--- src/rtl/mips_prog_loader.sv ---
// mips_prog_loader
//   Boot-time program loader for the multicycle MIPS core. Packs an incoming
//   byte stream big-endian into 32-bit words and writes them to memory at
//   byte addresses 0x0, 0x4, 0x8, ... . The core is held in reset until the
//   whole program has been written.
//
// Ports
//   clk, rst          system clock (rising edge), async active-high reset
//   in_data/in_valid/in_last/in_ready   byte stream handshake
//   mem_we/mem_addr/mem_wdata           one-cycle memory write port
//   cpu_rst           reset to the core, released only in DONE
//   done / err        sticky completion / failure flags
//
// Configuration
//   LOADER_CHECKSUM_EN : the in_last byte is a mod-256 checksum over all data
//                        bytes instead of program data. Undefined by default.
module mips_prog_loader #(
  parameter int mem_width     = 32,
  parameter int mem_add_width = 32,
  parameter int mem_depth     = 256
) (
  input  logic                     clk,
  input  logic                     rst,
  input  logic [7:0]               in_data,
  input  logic                     in_valid,
  input  logic                     in_last,
  output logic                     in_ready,
  output logic                     mem_we,
  output logic [mem_add_width-1:0] mem_addr,
  output logic [mem_width-1:0]     mem_wdata,
  output logic                     cpu_rst,
  output logic                     done,
  output logic                     err
);

  typedef enum logic [1:0] {LOAD, WRITE, DONE, ERR} state_t;

  localparam logic [mem_add_width-1:0] LAST_ADDR = mem_add_width'(mem_depth - 4);
  localparam logic [mem_add_width-1:0] WORD_STEP = mem_add_width'(4);

  state_t                   state_q, state_d;
  logic [1:0]               cnt_q, cnt_d;
  logic [mem_width-1:0]     word_q, word_d;
  logic [mem_add_width-1:0] addr_q, addr_d;
  logic                     last_q, last_d;
  logic                     in_ready_q, in_ready_d;
  logic                     mem_we_q, mem_we_d;
  logic [mem_add_width-1:0] mem_addr_q, mem_addr_d;
  logic [mem_width-1:0]     mem_wdata_q, mem_wdata_d;
  logic                     cpu_rst_q, cpu_rst_d;
  logic                     done_q, done_d;
  logic                     err_q, err_d;
`ifdef LOADER_CHECKSUM_EN
  logic [7:0]               sum_q, sum_d;
  logic                     ok_q, ok_d;
`endif

  logic                 accept;
  logic                 addr_ok;
  logic [mem_width-1:0] word_new;

  assign accept  = (state_q == LOAD) && in_valid && in_ready_q;
  assign addr_ok = (addr_q <= LAST_ADDR);
  // Byte k of a word lands at bits [31-8k : 24-8k]: first byte is the MSB.
  assign word_new = word_q | ({in_data, {(mem_width-8){1'b0}}} >> {cnt_q, 3'b000});

  always_comb begin
    state_d     = state_q;
    cnt_d       = cnt_q;
    word_d      = word_q;
    addr_d      = addr_q;
    last_d      = last_q;
    mem_we_d    = 1'b0;
    mem_addr_d  = mem_addr_q;
    mem_wdata_d = mem_wdata_q;
`ifdef LOADER_CHECKSUM_EN
    sum_d       = sum_q;
    ok_d        = ok_q;
`endif

    case (state_q)
      LOAD: begin
        if (accept) begin
`ifdef LOADER_CHECKSUM_EN
          if (in_last) begin
            // Checksum byte: never packed. Flush any partial word first.
            ok_d   = ((sum_q + in_data) == 8'h00);
            last_d = 1'b1;
            cnt_d  = 2'd0;
            word_d = '0;
            if (cnt_q != 2'd0) begin
              if (addr_ok) begin
                state_d     = WRITE;
                mem_we_d    = 1'b1;
                mem_addr_d  = addr_q;
                mem_wdata_d = word_q;
              end else begin
                state_d = ERR;
              end
            end else begin
              state_d = ((sum_q + in_data) == 8'h00) ? DONE : ERR;
            end
          end else begin
            sum_d = sum_q + in_data;
            if (cnt_q == 2'd3) begin
              cnt_d  = 2'd0;
              word_d = '0;
              last_d = 1'b0;
              if (addr_ok) begin
                state_d     = WRITE;
                mem_we_d    = 1'b1;
                mem_addr_d  = addr_q;
                mem_wdata_d = word_new;
              end else begin
                state_d = ERR;
              end
            end else begin
              cnt_d  = cnt_q + 2'd1;
              word_d = word_new;
            end
          end
`else
          if (cnt_q == 2'd3 || in_last) begin
            // Word closed; unfilled low bytes of word_new are already zero.
            cnt_d  = 2'd0;
            word_d = '0;
            last_d = in_last;
            if (addr_ok) begin
              state_d     = WRITE;
              mem_we_d    = 1'b1;
              mem_addr_d  = addr_q;
              mem_wdata_d = word_new;
            end else begin
              state_d = ERR;
            end
          end else begin
            cnt_d  = cnt_q + 2'd1;
            word_d = word_new;
          end
`endif
        end
      end
      WRITE: begin
        addr_d = addr_q + WORD_STEP;
        cnt_d  = 2'd0;
`ifdef LOADER_CHECKSUM_EN
        state_d = last_q ? (ok_q ? DONE : ERR) : LOAD;
`else
        state_d = last_q ? DONE : LOAD;
`endif
      end
      DONE:    state_d = DONE;
      default: state_d = ERR;
    endcase

    // Outputs are registered copies of the next-state decode.
    in_ready_d = (state_d == LOAD);
    cpu_rst_d  = (state_d != DONE);
    done_d     = (state_d == DONE);
    err_d      = (state_d == ERR);
  end

  always_ff @(posedge clk or posedge rst) begin
    if (rst) begin
      state_q     <= LOAD;
      cnt_q       <= 2'd0;
      word_q      <= '0;
      addr_q      <= '0;
      last_q      <= 1'b0;
      in_ready_q  <= 1'b0;
      mem_we_q    <= 1'b0;
      mem_addr_q  <= '0;
      mem_wdata_q <= '0;
      cpu_rst_q   <= 1'b1;
      done_q      <= 1'b0;
      err_q       <= 1'b0;
`ifdef LOADER_CHECKSUM_EN
      sum_q       <= 8'h00;
      ok_q        <= 1'b0;
`endif
    end else begin
      state_q     <= state_d;
      cnt_q       <= cnt_d;
      word_q      <= word_d;
      addr_q      <= addr_d;
      last_q      <= last_d;
      in_ready_q  <= in_ready_d;
      mem_we_q    <= mem_we_d;
      mem_addr_q  <= mem_addr_d;
      mem_wdata_q <= mem_wdata_d;
      cpu_rst_q   <= cpu_rst_d;
      done_q      <= done_d;
      err_q       <= err_d;
`ifdef LOADER_CHECKSUM_EN
      sum_q       <= sum_d;
      ok_q        <= ok_d;
`endif
    end
  end

  assign in_ready  = in_ready_q;
  assign mem_we    = mem_we_q;
  assign mem_addr  = mem_addr_q;
  assign mem_wdata = mem_wdata_q;
  assign cpu_rst   = cpu_rst_q;
  assign done      = done_q;
  assign err       = err_q;

endmodule

--- config.mk ---
export PLATFORM = sky130hd
export DESIGN_NAME = mips_prog_loader
export DESIGN_NICKNAME = d
export VERILOG_FILES = /design/src/rtl/mips_prog_loader.sv
export SDC_FILE = /design/constraint.sdc
export NUM_CORES = 1
export LEC_CHECK = 0
export BUFFER_PORTS_ARGS = -buffer_cell sky130_fd_sc_hd__buf_2
export CAP_MARGIN = 25
export CORE_UTILIZATION = 55
export DETAILED_ROUTE_END_ITERATION = 6
export GPL_ROUTABILITY_DRIVEN = 1
export PLACE_DENSITY = 0.78
export SYNTH_ARGS = -nofsm -noshare
export SYNTH_HDL_FRONTEND = slang
export SYNTH_SLANG_ARGS = --single-unit
--- constraint.sdc ---
create_clock -name clk -period 4.8 [get_ports clk]
set_clock_uncertainty 0.1 [all_clocks]
set_input_delay 0.72 -clock clk [delete_from_list [all_inputs] [get_ports clk]]
set_output_delay 0.72 -clock clk [all_outputs]
set_load 0.01 [all_outputs]
# Word-level counts from Yosys, hierarchy flattened
# Index checks and enable logic that the tools add are counted.
# word_totals
register_bits	138
inputBits	12
output_inout_bits	69
elab_cells	47
# op_classes
n_mux	13
order_cmp	1
shifts	1
n_bitwise	1
reduce_logical	10
n_addsub	2
eq_ne	7
# op_table
cell	count
adder 32 x 3 -> 32 bit (second input constant)	1
<= comparator 32 x 8 -> 1 bit (second input constant)	1
2-to-1 mux 32 bit	1
bitwise OR 32 bit	1
right shift 32 x 5 -> 32 bit	1
2-to-1 mux 2 bit	6
== test 2 bit (second input constant)	4
case mux 2 bit (3 select lines)	1
zero test 2 bit	2
2-to-1 mux 1 bit	4
!= test 2 bit (second input constant)	2
case mux 2 bit (2 select lines)	1
AND reduction 2 bit	2
AND reduction 4 bit	1
AND reduction 3 bit	1
adder 2 x 1 -> 2 bit (second input constant)	1
== test 2 x 1 -> 1 bit (second input constant)	1
logical AND 1 bit	2
nonzero test 2 bit	1
logical OR 1 bit	1

# Longest topological paths before layout
# Gate-level depths: netlist of run 1.
# logic_depth
depth_word	6
depth_mapped	9

# Least setup slack after synthesis of run 1
# No wires, ideal clock.
# synth_path
path_type	reg2reg
start	reg state_q[0]
end	reg mem_addr_q[2] (netlist: mem_addr[2])
arrival_time_ps	1750
path_stages_with_launch	9
slack_ps	2826
cell_sequence	dfrtp_1 inv_1 ha_1 o2111a_1 buf_4 nand3_2 nor2_4 buf_6 mux2_2
# synth_between
elab_chain_len	4
# synth_lines
element	line	text
start, declared	41	state_t state_q, state_d;
start signal, assigned	182	state_q <= state_d;
zero test 2 bit *	62, 81	
logical AND 1 bit (2 in a row)	62	assign accept = (state_q == LOAD) && in_valid && in_ready_q;
AND reduction 4 bit (no line) *	n/a	
end signal, assigned	189	mem_addr_q <= mem_addr_d;
end, declared	48	logic [mem_add_width-1:0] mem_addr_q, mem_addr_d;
# Every way passes the cells marked *; elsewhere a longest branch is shown, timed or not.
# A chain may end at the register's enable or synchronous reset.

# Worst setup path after layout of run 1
# Same ends and word-level chain as after synthesis.

==> results of run 1 <==
## flip-flops by register name (all words and copies together) (netlist names), 2 cells and up
signal / cells
addr_q: 30
mem_wdata: 32
cnt_q: 2
state_q: 2
mem_addr: 30
word_q: 32
## report_power, final
part,switching [W],internal [W]
Sequential,0,0.00113
Combinational,0.0000345,0.00000615
Clock,0.000490,0.000740
## path summary, 6_finish.rpt
path / slack [ns] / cells past startpoint / endpoint / start
max in group asynchronous: 3.37 / 3 / cpu_rst$_DFF_PP1_ / rst
hold reg to reg: 0.38 / 1 / mem_addr[3]$_DFFE_PP0P_ / mem_addr[3]$_DFFE_PP0P_
setup / recovery: 1.06 / 8 / mem_addr[2]$_DFFE_PP0P_ / state_q[0]$_DFF_PP0_
setup reg to reg: 1.06 / 8 / mem_addr[2]$_DFFE_PP0P_ / state_q[0]$_DFF_PP0_
min in group clk: 0.38 / 3 / last_q$_DFFE_PP0P_ / in_last
hold / removal: 0.26 / 2 / mem_wdata[12]$_DFFE_PP0P_ / rst
## Yosys cell counts (all sizes together)
cell type / count / share of area
a211oi: 1 / 0.0013
a21boi: 1 / 0.0013
a21o: 1 / 0.0013
a21oi: 66 / 0.059
a22oi: 1 / 0.0013
and2: 3 / 0.0033
and3: 3 / 0.0033
and3b: 1 / 0.0016
and4: 1 / 0.0016
buf: 23 / 0.030
clkbuf: 12 / 0.0080
conb: 1 / 0.00067
dfrtp: 133 / 0.59
dfstp: 1 / 0.0047
ha: 6 / 0.013
inv: 14 / 0.0093
mux2: 8 / 0.016
mux2i: 9 / 0.016
nand2: 10 / 0.0067
nand2b: 1 / 0.0011
nand3: 16 / 0.016
nand4: 14 / 0.019
nor2: 40 / 0.028
nor2b: 29 / 0.032
nor3: 3 / 0.0027
nor4: 9 / 0.024
o2111a: 1 / 0.0020
o21ai: 26 / 0.023
o21bai: 1 / 0.0013
o22ai: 1 / 0.0011
o31ai: 24 / 0.032
or2: 1 / 0.0011
xnor2: 24 / 0.037
xor2: 5 / 0.0078
## stage by stage
step	hold WS [ns]	instances	total power, W	util	setup slack, ns
2_1_floorplan	0.360	491	0.00118	-	0.399
3_3_place_gp	0.364	670	0.00119	0.608	1.01
3_5_place_dp	0.377	670	0.00119	0.608	0.904
4_1_cts	0.274	702	0.00242	0.665	0.889
5_1_grt	0.339	703	0.00248	0.668	0.792
6_report	0.263	703	0.00240	0.668	1.06
## routing by layer
layer  vias to the layer above  global-route usage
met2                       127               0.361
met5                         -                   0
met3                        12              0.0705
met1                      1950               0.319
met4                         0              0.0888
li1                       1833                   -
## cells by family after synthesis
family,Yosys count
adder cells (fa/ha/maj),6
multiplexers,17
flip-flops,134
XOR/XNOR,29
AO/OA/AOI/OAI,123
buffers and inverters,49
AND/OR/NAND/NOR,131
other,1
## area by class of cell
type	instances	area, µm²
Clock buffer	17	414
Clock inverter	15	154
Fill cell	737	3270
Inverter	14	55.1
Multi-Input combinational cell	308	2010
Sequential cell	134	3350
Tap cell	133	166
Timing Repair Buffer	82	440
==> flow_summary.json, run 1 <==
{
  "status": "finished clean",
  "cp-end-kind": "flip-flop",
  "start_kind": "flip-flop",
  "synth_compound_area_frac": 0.124,
  "viasPerCell": 5.58,
  "stdcell_area_mm2": 0.00659,
  "synth.cell_area_mm2": 0.00563,
  "drc": 0,
  "first_pass_iters": 5,
  "final_common_cell": "dfrtp_1",
  "cts_tree": "built",
  "layout_worst_path_cycle_share": 0.778,
  "area.growth.synth_to_final_pct": 17.1,
  "gr-total-overflow": 0,
  "worst_slew_pin_slew_ns": 1.03,
  "fin_crit_ns": 3.74,
  "synthAdderAreaFrac": 0.0133,
  "hold_class": "input port to asynchronous set/reset pin",
  "final-hold-violation-count": 0,
  "route.met2.wl_um": 5560,
  "p_per_area_mw_per_mm2": 364,
  "yosysWarnings": 0,
  "fmax_mhz": 268,
  "p_leak_nw": 3.34,
  "n_antenna_cell": 0,
  "layout_common_cells": "133 x dfrtp_1, 78 x buf_2, 66 x a21oi_1, 39 x nor2_1, 29 x nor2b_1",
  "routed_wl_um": 11400,
  "maxSlewViolCount": 0,
  "max-cap-violations": 0,
  "irDropWorstVdd_mv": 0.292,
  "grt_usage": 0.235,
  "path_class": "flip-flop to flip-flop",
  "htree_levels": 4,
  "synth_top_family_by_area": "simple AND/OR/NAND/NOR gates",
  "crit_fanout": 50,
  "dpl.hpwl_um": 7410,
  "crit_chain": "inv_1 -> ha_1 -> o2111a_1 -> buf_4 -> nand3_2 -> nor2_4 -> buf_16 -> mux2_2",
  "avgSynthCellArea_um2": 11.5,
  "seq_area_frac_synth": 0.596,
  "fin_setup_tns_ns": 0,
  "synthMuxAreaShare": 0.0320,
  "cts_sinks": 134,
  "via_count": 3922,
  "drt-initial-drc-count": 227,
  "worstPathArrival_ns": 4.04,
  "antenna_found_initial": 0,
  "grt_max_degree": 70,
  "path_delay_family": "simple AND/OR/NAND/NOR gates",
  "required_ns": 5.11,
  "start_util": 0.570,
  "die_h_um": 103,
  "numCtsBuffers": 17,
  "rsz0062_at_grt": "no",
  "critPathBufInv": 3,
  "first_global_vias": 3752,
  "root_buffer": "clkbuf_8",
  "layout.nets": 575,
  "ys_ff_latch": 134,
  "drive_above_1_share": 0.235,
  "wl_per_cell_um": 16.2,
  "place.gp.congestion": 0.773,
  "drt-met1-wl_um": 5160,
  "die_w_um": 103,
  "highest_layer": "met4",
  "row_count": 36,
  "numPortBuffers": 78,
  "synthXorXnorAreaFrac": 0.0452,
  "critical-path-max-stage-delay_ns": 0.77,
  "clock_latency_ns": 0.53,
  "post_cts_buffers": 0,
  "wl_met3_um": 592,
  "clk_pin_slew_ns": 0.06,
  "crit_slowest_cell": "nor2_4",
  "place_area_mm2": 0.00599,
  "setup_viol_count_final": 0,
  "cts_resized": 0,
  "yosysUniqueCellTypes": 44,
  "relSlewSlack": 0.310,
  "ios": 81,
  "grt_pass1_wl_um": 18500,
  "ant_nets": 0,
  "core_mm2": 0.00986,
  "postSynthCellCount": 490,
  "clockBufferDepth": 2,
  "cts_hold_buf": 0,
  "synth_simple_gate_area_share": 0.141,
  "floorplan.die_area_mm2": 0.0106
}
Note: power is estimated with default switching activity, not from simulation.
==> run 2: changes to the inputs <==
Clock period 4.8 ns to 3.9 ns, I/O delays scaled along.
==> run 2 against run 1 <==
Total power rose by 26%. Register-to-register slack improved by 0.16 ns. Combinational power rose by 26%. Core utilization rose by 0.30 points. Critical endpoint is now mem_addr[5]$_DFFE_PP0P_. Largest cell class unchanged.
==> flow_summary.json, run 2 (same netlist as run 1, synthesis figures left out) <==
{
  "cts_hold_buf": 0,
  "clockBufferDepth": 2,
  "cp-startpoint": "state_q[0]$_DFF_PP0_",
  "first_global_vias": 3606,
  "area.growth.synth_to_final_pct": 17.7,
  "place.gp.congestion": 0.790,
  "maxSlewViolCount": 0,
  "hold_class": "input port to asynchronous set/reset pin",
  "cp-end-kind": "flip-flop",
  "worstPathArrival_ns": 2.99,
  "drive_above_1_share": 0.236,
  "fmax_mhz": 373,
  "fin_crit_ns": 2.68,
  "fill_cells": 715,
  "p_per_area_mw_per_mm2": 457,
  "numCtsBuffers": 17,
  "grt_pass1_wl_um": 18500,
  "die_h_um": 103,
  "n_antenna_cell": 0,
  "r2r-start": "state_q[0]$_DFF_PP0_",
  "core_mm2": 0.00986,
  "cts_resized": 0,
  "holdWs_ns": 0.139,
  "post_cts_buffers": 0,
  "row_count": 36,
  "grt_usage": 0.238,
  "gr-total-overflow": 0,
  "drt-initial-drc-count": 279,
  "setup_slack_ns": 1.22,
  "status": "finished clean",
  "die_w_um": 103,
  "dpl.hpwl_um": 7420,
  "drc": 0,
  "required_ns": 4.21,
  "crit_chain": "inv_1 -> ha_1 -> o2111a_1 -> nand3_2 -> buf_4 -> nor2_4 -> mux2_2",
  "final_common_cell": "dfrtp_1",
  "worst_slew_pin_slew_ns": 0.898,
  "p_int_w": 0.00240,
  "numPortBuffers": 78,
  "critical-path-max-stage-delay_ns": 0.58,
  "via_count": 3906,
  "routed_wl_um": 11600,
  "first_pass_iters": 5,
  "power_switching_w": 0.000626,
  "clkPwrFrac": 0.524,
  "cts_tree": "built",
  "start_kind": "flip-flop",
  "ios": 81,
  "crit_fanout": 50,
  "crit_slowest_cell": "nor2_4",
  "p_leak_nw": 3.35,
  "seqPwrFrac": 0.459,
  "layout_common_cells": "133 x dfrtp_1, 78 x buf_2, 66 x a21oi_1, 39 x nor2_1, 29 x nor2b_1",
  "grt_max_degree": 135,
  "clk_pin_slew_ns": 0.06,
  "irDropWorstVdd_mv": 0.312,
  "final-hold-violation-count": 0,
  "antenna_found_initial": 0,
  "relSlewSlack": 0.397,
  "fin_setup_tns_ns": 0,
  "rsz0062_at_grt": "no",
  "path_class": "flip-flop to flip-flop",
  "layout_worst_path_cycle_share": 0.687,
  "floorplan.die_area_mm2": 0.0106,
  "layout.nets": 576,
  "pwr-share-comb": 0.017,
  "clock_latency_ns": 0.53,
  "pre_cts_slack_ns": 1.28,
  "start_util": 0.570,
  "max-cap-violations": 0,
  "root_buffer": "clkbuf_8",
  "netSwitchingFraction": 0.207,
  "wl_per_cell_um": 16.5,
  "htree_levels": 4,
  "viasPerCell": 5.55,
  "cts_sinks": 134,
  "ant_nets": 0,
  "setup_viol_count_final": 0
}
run 2: cell count changes in the layout (fill, tap and decap cells not counted), sizes merged:
| cell | delta |
|---|---|
| clkinv | +1 |
| bufinv | +1 |
| buf | +1 |
| inv | -4 |
| clkbuf | +2 |
run 2: layout make-up:
| class | count | area [µm²] | share of cell area |
|---|---|---|---|
| clock inverter | 13 | 155 | 0.0234 |
| inverter | 14 | 56.3 | 0.00851 |
| tap | 133 | 166 | 0.0251 |
| multi-input combinational | 308 | 2010 | 0.303 |
| sequential | 134 | 3350 | 0.507 |
| timing repair buffer | 83 | 440 | 0.0665 |
| clock buffer | 19 | 442 | 0.0667 |
run 2: power by group through the flow:
stage          Sequential, W  Combinational, W  Clock (W)
2_1_floorplan        0.00142         0.0000351          0
3_3_place_gp         0.00142         0.0000513          0
3_5_place_dp         0.00142         0.0000524          0
4_1_cts              0.00139         0.0000527    0.00160
5_1_grt              0.00139         0.0000588    0.00167
6_report             0.00139         0.0000510    0.00159
run 2: critical path, delay by kind of cell (launching register included):
kind / cells / cell delay (ns)
adders and majority gates: 1 / 0.30
buffers and inverters: 2 / 0.41
and+or+nand+nor: 2 / 0.64
DFF: 1 / 0.41
muxes: 1 / 0.42
AOI/OAI and AO/OA: 1 / 0.26
run 2: routing by layer:
| layer | vias to the layer above | part of all wire | routed length [µm] | GRT usage |
|---|---|---|---|---|
| li1 | 1842 | - | - | - |
| met1 | 1914 | 0.46 | 5350 | 0.335 |
| met2 | 131 | 0.47 | 5460 | 0.350 |
| met3 | 19 | 0.051 | 598 | 0.0705 |
| met4 | 0 | 0.018 | 204 | 0.0953 |
| met5 | - | 0 | 0 | 0 |
run 2: path summary, 6_finish.rpt:
path / to / slack [ns] / cells after the start
max reg2reg: mem_addr[5]$_DFFE_PP0P_ / 1.22 / 7
min: mem_addr[28]$_DFFE_PP0P_ / 0.14 / 3
max in group asynchronous: addr_q[17]$_DFFE_PP0P_ / 3.04 / 3
min in group clk: last_q$_DFFE_PP0P_ / 0.24 / 3
min reg2reg: mem_addr[7]$_DFFE_PP0P_ / 0.38 / 1
max: mem_addr[5]$_DFFE_PP0P_ / 1.22 / 7
run 2: per-stage QoR:
stage	total power (W)	area [µm²]	util	cells
3_3_place_gp	0.00147	6020	0.611	672
2_1_floorplan	0.00145	5630	-	491
5_1_grt	0.00312	6620	0.671	704
3_5_place_dp	0.00147	6020	0.611	672
4_1_cts	0.00305	6620	0.671	704
6_report	0.00303	6620	0.671	704
==> run 3: changes to the inputs <==
Settings changed: ABC_AREA from default to 1.
Clock period 3.9 ns to 2.6 ns, I/O delays scaled along.
==> run 3 against run 2 <==
Non-clock buffer count grew 5. Die area up 4.0%. Cell count increased by 29%. Largest cell class unchanged. Global-route usage rose by 2.0 points. Final area up 5.1%. Highest routed layer unchanged. Setup slack got worse by 0.77 ns. Critical path type unchanged. Routed wire length up 15%. Via count grew 24%. Sequential share of layout area decreased by 2.5 points. Count of clock-buffer cells in the layout shrank 1.
==> flow_summary.json, run 3 <==
{
  "row_count": 37,
  "cts_tree": "built",
  "maxSlewViolCount": 0,
  "cts_sinks": 134,
  "wl_met3_um": 1020,
  "netlist_top_cells_area": "dfrtp_1 57%, nand2_1 12%, o21ai_0 6.1%, inv_1 5.3%, nor2_1 3.8%",
  "drt-met1-wl_um": 5800,
  "critical-path-max-stage-delay_ns": 0.45,
  "postSynthCellCount": 674,
  "first_global_vias": 4709,
  "ys_ff_latch": 134,
  "final_common_cell": "nand2_1",
  "fin_crit_ns": 2.15,
  "via_count": 4836,
  "grt_usage": 0.259,
  "final-hold-violation-count": 0,
  "yosysMostFrequentCell": "nand2_1",
  "pwr-share-comb": 0.016,
  "htree_levels": 4,
  "hold_class": "input port to flip-flop",
  "yosysUniqueCellTypes": 30,
  "pre_cts_slack_ns": 0.512,
  "core_mm2": 0.0103,
  "clock_latency_ns": 0.52,
  "netSwitchingFraction": 0.229,
  "dpl.hpwl_um": 8890,
  "fin_total_pwr_w": 0.00443,
  "rsz0062_at_grt": "no",
  "antenna_found_initial": 0,
  "layout_worst_path_cycle_share": 0.826,
  "start_kind": "flip-flop",
  "root_buffer": "clkbuf_8",
  "fmax_mhz": 466,
  "fin_setup_tns_ns": 0,
  "seq_area_frac_synth": 0.573,
  "die_h_um": 105,
  "cp-end-kind": "flip-flop",
  "die_w_um": 105,
  "grt_pass1_wl_um": 22400,
  "ff2ff_path_depth": 8,
  "routed_wl_um": 13300,
  "cts_resized": 0,
  "route.met2.wl_um": 6240,
  "path_delay_family": "simple AND/OR/NAND/NOR gates",
  "synthArstFlopShare": 1.00,
  "critPathBufInv": 1,
  "floorplan.die_area_mm2": 0.0111,
  "crit_fanout": 40,
  "p_leak_nw": 3.99,
  "status": "finished clean",
  "layout.nets": 775,
  "hold_depth": 3,
  "setup_viol_count_final": 0,
  "clkPwrFrac": 0.514,
  "path_class": "flip-flop to flip-flop",
  "place_area_mm2": 0.00638,
  "placedCellCount": 873,
  "rrSetupSlack_ns": 0.45,
  "drt-initial-drc-count": 548,
  "setup_slack_ns": 0.452,
  "synth.cell_area_mm2": 0.00585,
  "synth_edf_count": 0,
  "grt_max_degree": 58,
  "seqPwrFrac": 0.471,
  "worst_slew_pin_slew_ns": 0.716,
  "synth_commonest_cells": "191 x nand2_1, 133 x dfrtp_1, 82 x inv_1, 71 x o21ai_0, 60 x nor2_1",
  "max-cap-violations": 0,
  "worst_path_most_repeated_cell": "nand2_1",
  "instances_no_fill": 906,
  "clockBufferDepth": 2,
  "synth_top_cell_area_share": 0.568,
  "stdcell_area_mm2": 0.00696,
  "avgSynthCellArea_um2": 8.69,
  "layout_common_cells": "191 x nand2_1, 133 x dfrtp_1, 81 x inv_1, 78 x buf_2, 71 x o21ai_0",
  "p_int_w": 0.00342,
  "synth_top_cell_by_area": "dfrtp_1",
  "first_pass_iters": 6,
  "drc": 0,
  "area.growth.synth_to_final_pct": 18.8,
  "highest_layer": "met4",
  "drive_above_1_share": 0.169,
  "clk_pin_slew_ns": 0.06,
  "yosysWarnings": 0,
  "n_antenna_cell": 0,
  "synth-main-ff-cell": "dfrtp_1",
  "cp.depth": 8,
  "gr-total-overflow": 0,
  "crit_chain": "nor2_1 -> nand2_1 -> nor2_1 -> nand2_4 -> nor2_8 -> buf_4 -> nand2_1 -> nand2_1",
  "numPortBuffers": 78,
  "wl_per_cell_um": 14.7,
  "power_switching_w": 0.00101,
  "required_ns": 2.96,
  "irDropWorstVdd_mv": 0.426,
  "place.gp.congestion": 0.895,
  "ios": 81,
  "numCtsBuffers": 17,
  "viasPerCell": 5.34,
  "relSlewSlack": 0.522,
  "worstPathArrival_ns": 2.50,
  "start_util": 0.567,
  "crit_slowest_cell": "dfrtp_1",
  "p_per_area_mw_per_mm2": 637,
  "ant_nets": 0
}
run 3: cell types whose count changed after synthesis, moves of 5 or more:
cell and delta:
nor2_1 +21, a21oi_1 -31, mux2_2 -5, nand2_1 +181
o31ai_1 -24, nor2b_1 -29, inv_1 +68, mux2i_1 -9
nand3b_1 +6, buf_2 -13, nand3_1 -6, xor2_1 +8
xnor2_1 -17, o21ai_0 +45
run 3: path summary, 6_finish.rpt:
| kind | startpoint | endpoint |
|---|---|---|
| max in group asynchronous | rst | cpu_rst$_DFF_PP1_ |
| max | addr_q[14]$_DFFE_PP0P_ | mem_wdata[24]$_DFFE_PP0P_ |
| max reg2reg | addr_q[14]$_DFFE_PP0P_ | mem_wdata[24]$_DFFE_PP0P_ |
| min in group asynchronous | rst | mem_addr[13]$_DFFE_PP0P_ |
| min | in_last | last_q$_DFFE_PP0P_ |
| min reg2reg | mem_wdata[0]$_DFFE_PP0P_ | mem_wdata[0]$_DFFE_PP0P_ |
run 3: cell families after synthesis:
kind of cell	Yosys count	synth area share
other	1	0.000641
buffers and inverters	109	0.0791
AND/OR/NAND/NOR	292	0.207
AO/OA/AOI/OAI	112	0.0972
flip-flops	134	0.573
XOR/XNOR	20	0.0299
adder cells (fa/ha/maj)	6	0.0128
run 3: timing repair:
item | CTS | global route
hold buffers | 1 | 0
hold endpoints to repair | 30 | 0
buffers inserted | 0 | 0
run 3: per-stage QoR:
step | hold slack [ns] | util
floorplan | 0.344 | -
global placement | 0.361 | 0.618
detailed placement | 0.373 | 0.618
CTS | 0.0198 | 0.674
global route | 0.0411 | 0.674
finish | 0.0224 | 0.674
run 3: power by group through the flow:
stage	Clock [W]	Combinational (W)	Sequential, W
4_1_cts	0.00230	0.0000719	0.00209
6_report	0.00227	0.0000695	0.00209
3_3_place_gp	0	0.0000691	0.00212
5_1_grt	0.00239	0.0000802	0.00208
3_5_place_dp	0	0.0000709	0.00212
2_1_floorplan	0	0.0000385	0.00212
run 3: worst reg2reg max path, delay by kind of cell, from the launching register on:
kind                   cells  cell delay, ns
AND/OR/NAND/NOR            7            1.29
flip-flops                 1            0.45
buffers and inverters      1            0.25
run 3: final cells by class:
cell class,count,area [µm²]
Clock inverter,14,139
Tap cell,136,170
Inverter,84,319
Sequential cell,134,3350
Multi-Input combinational cell,432,2040
Clock buffer,18,428
Timing Repair Buffer,88,505
Fill cell,763,3370
run 3: layer usage:
layer,up-vias,track usage
met5,-,0
met4,0,0.0996
met3,30,0.0449
met2,244,0.414
met1,2278,0.355
li1,2284,-
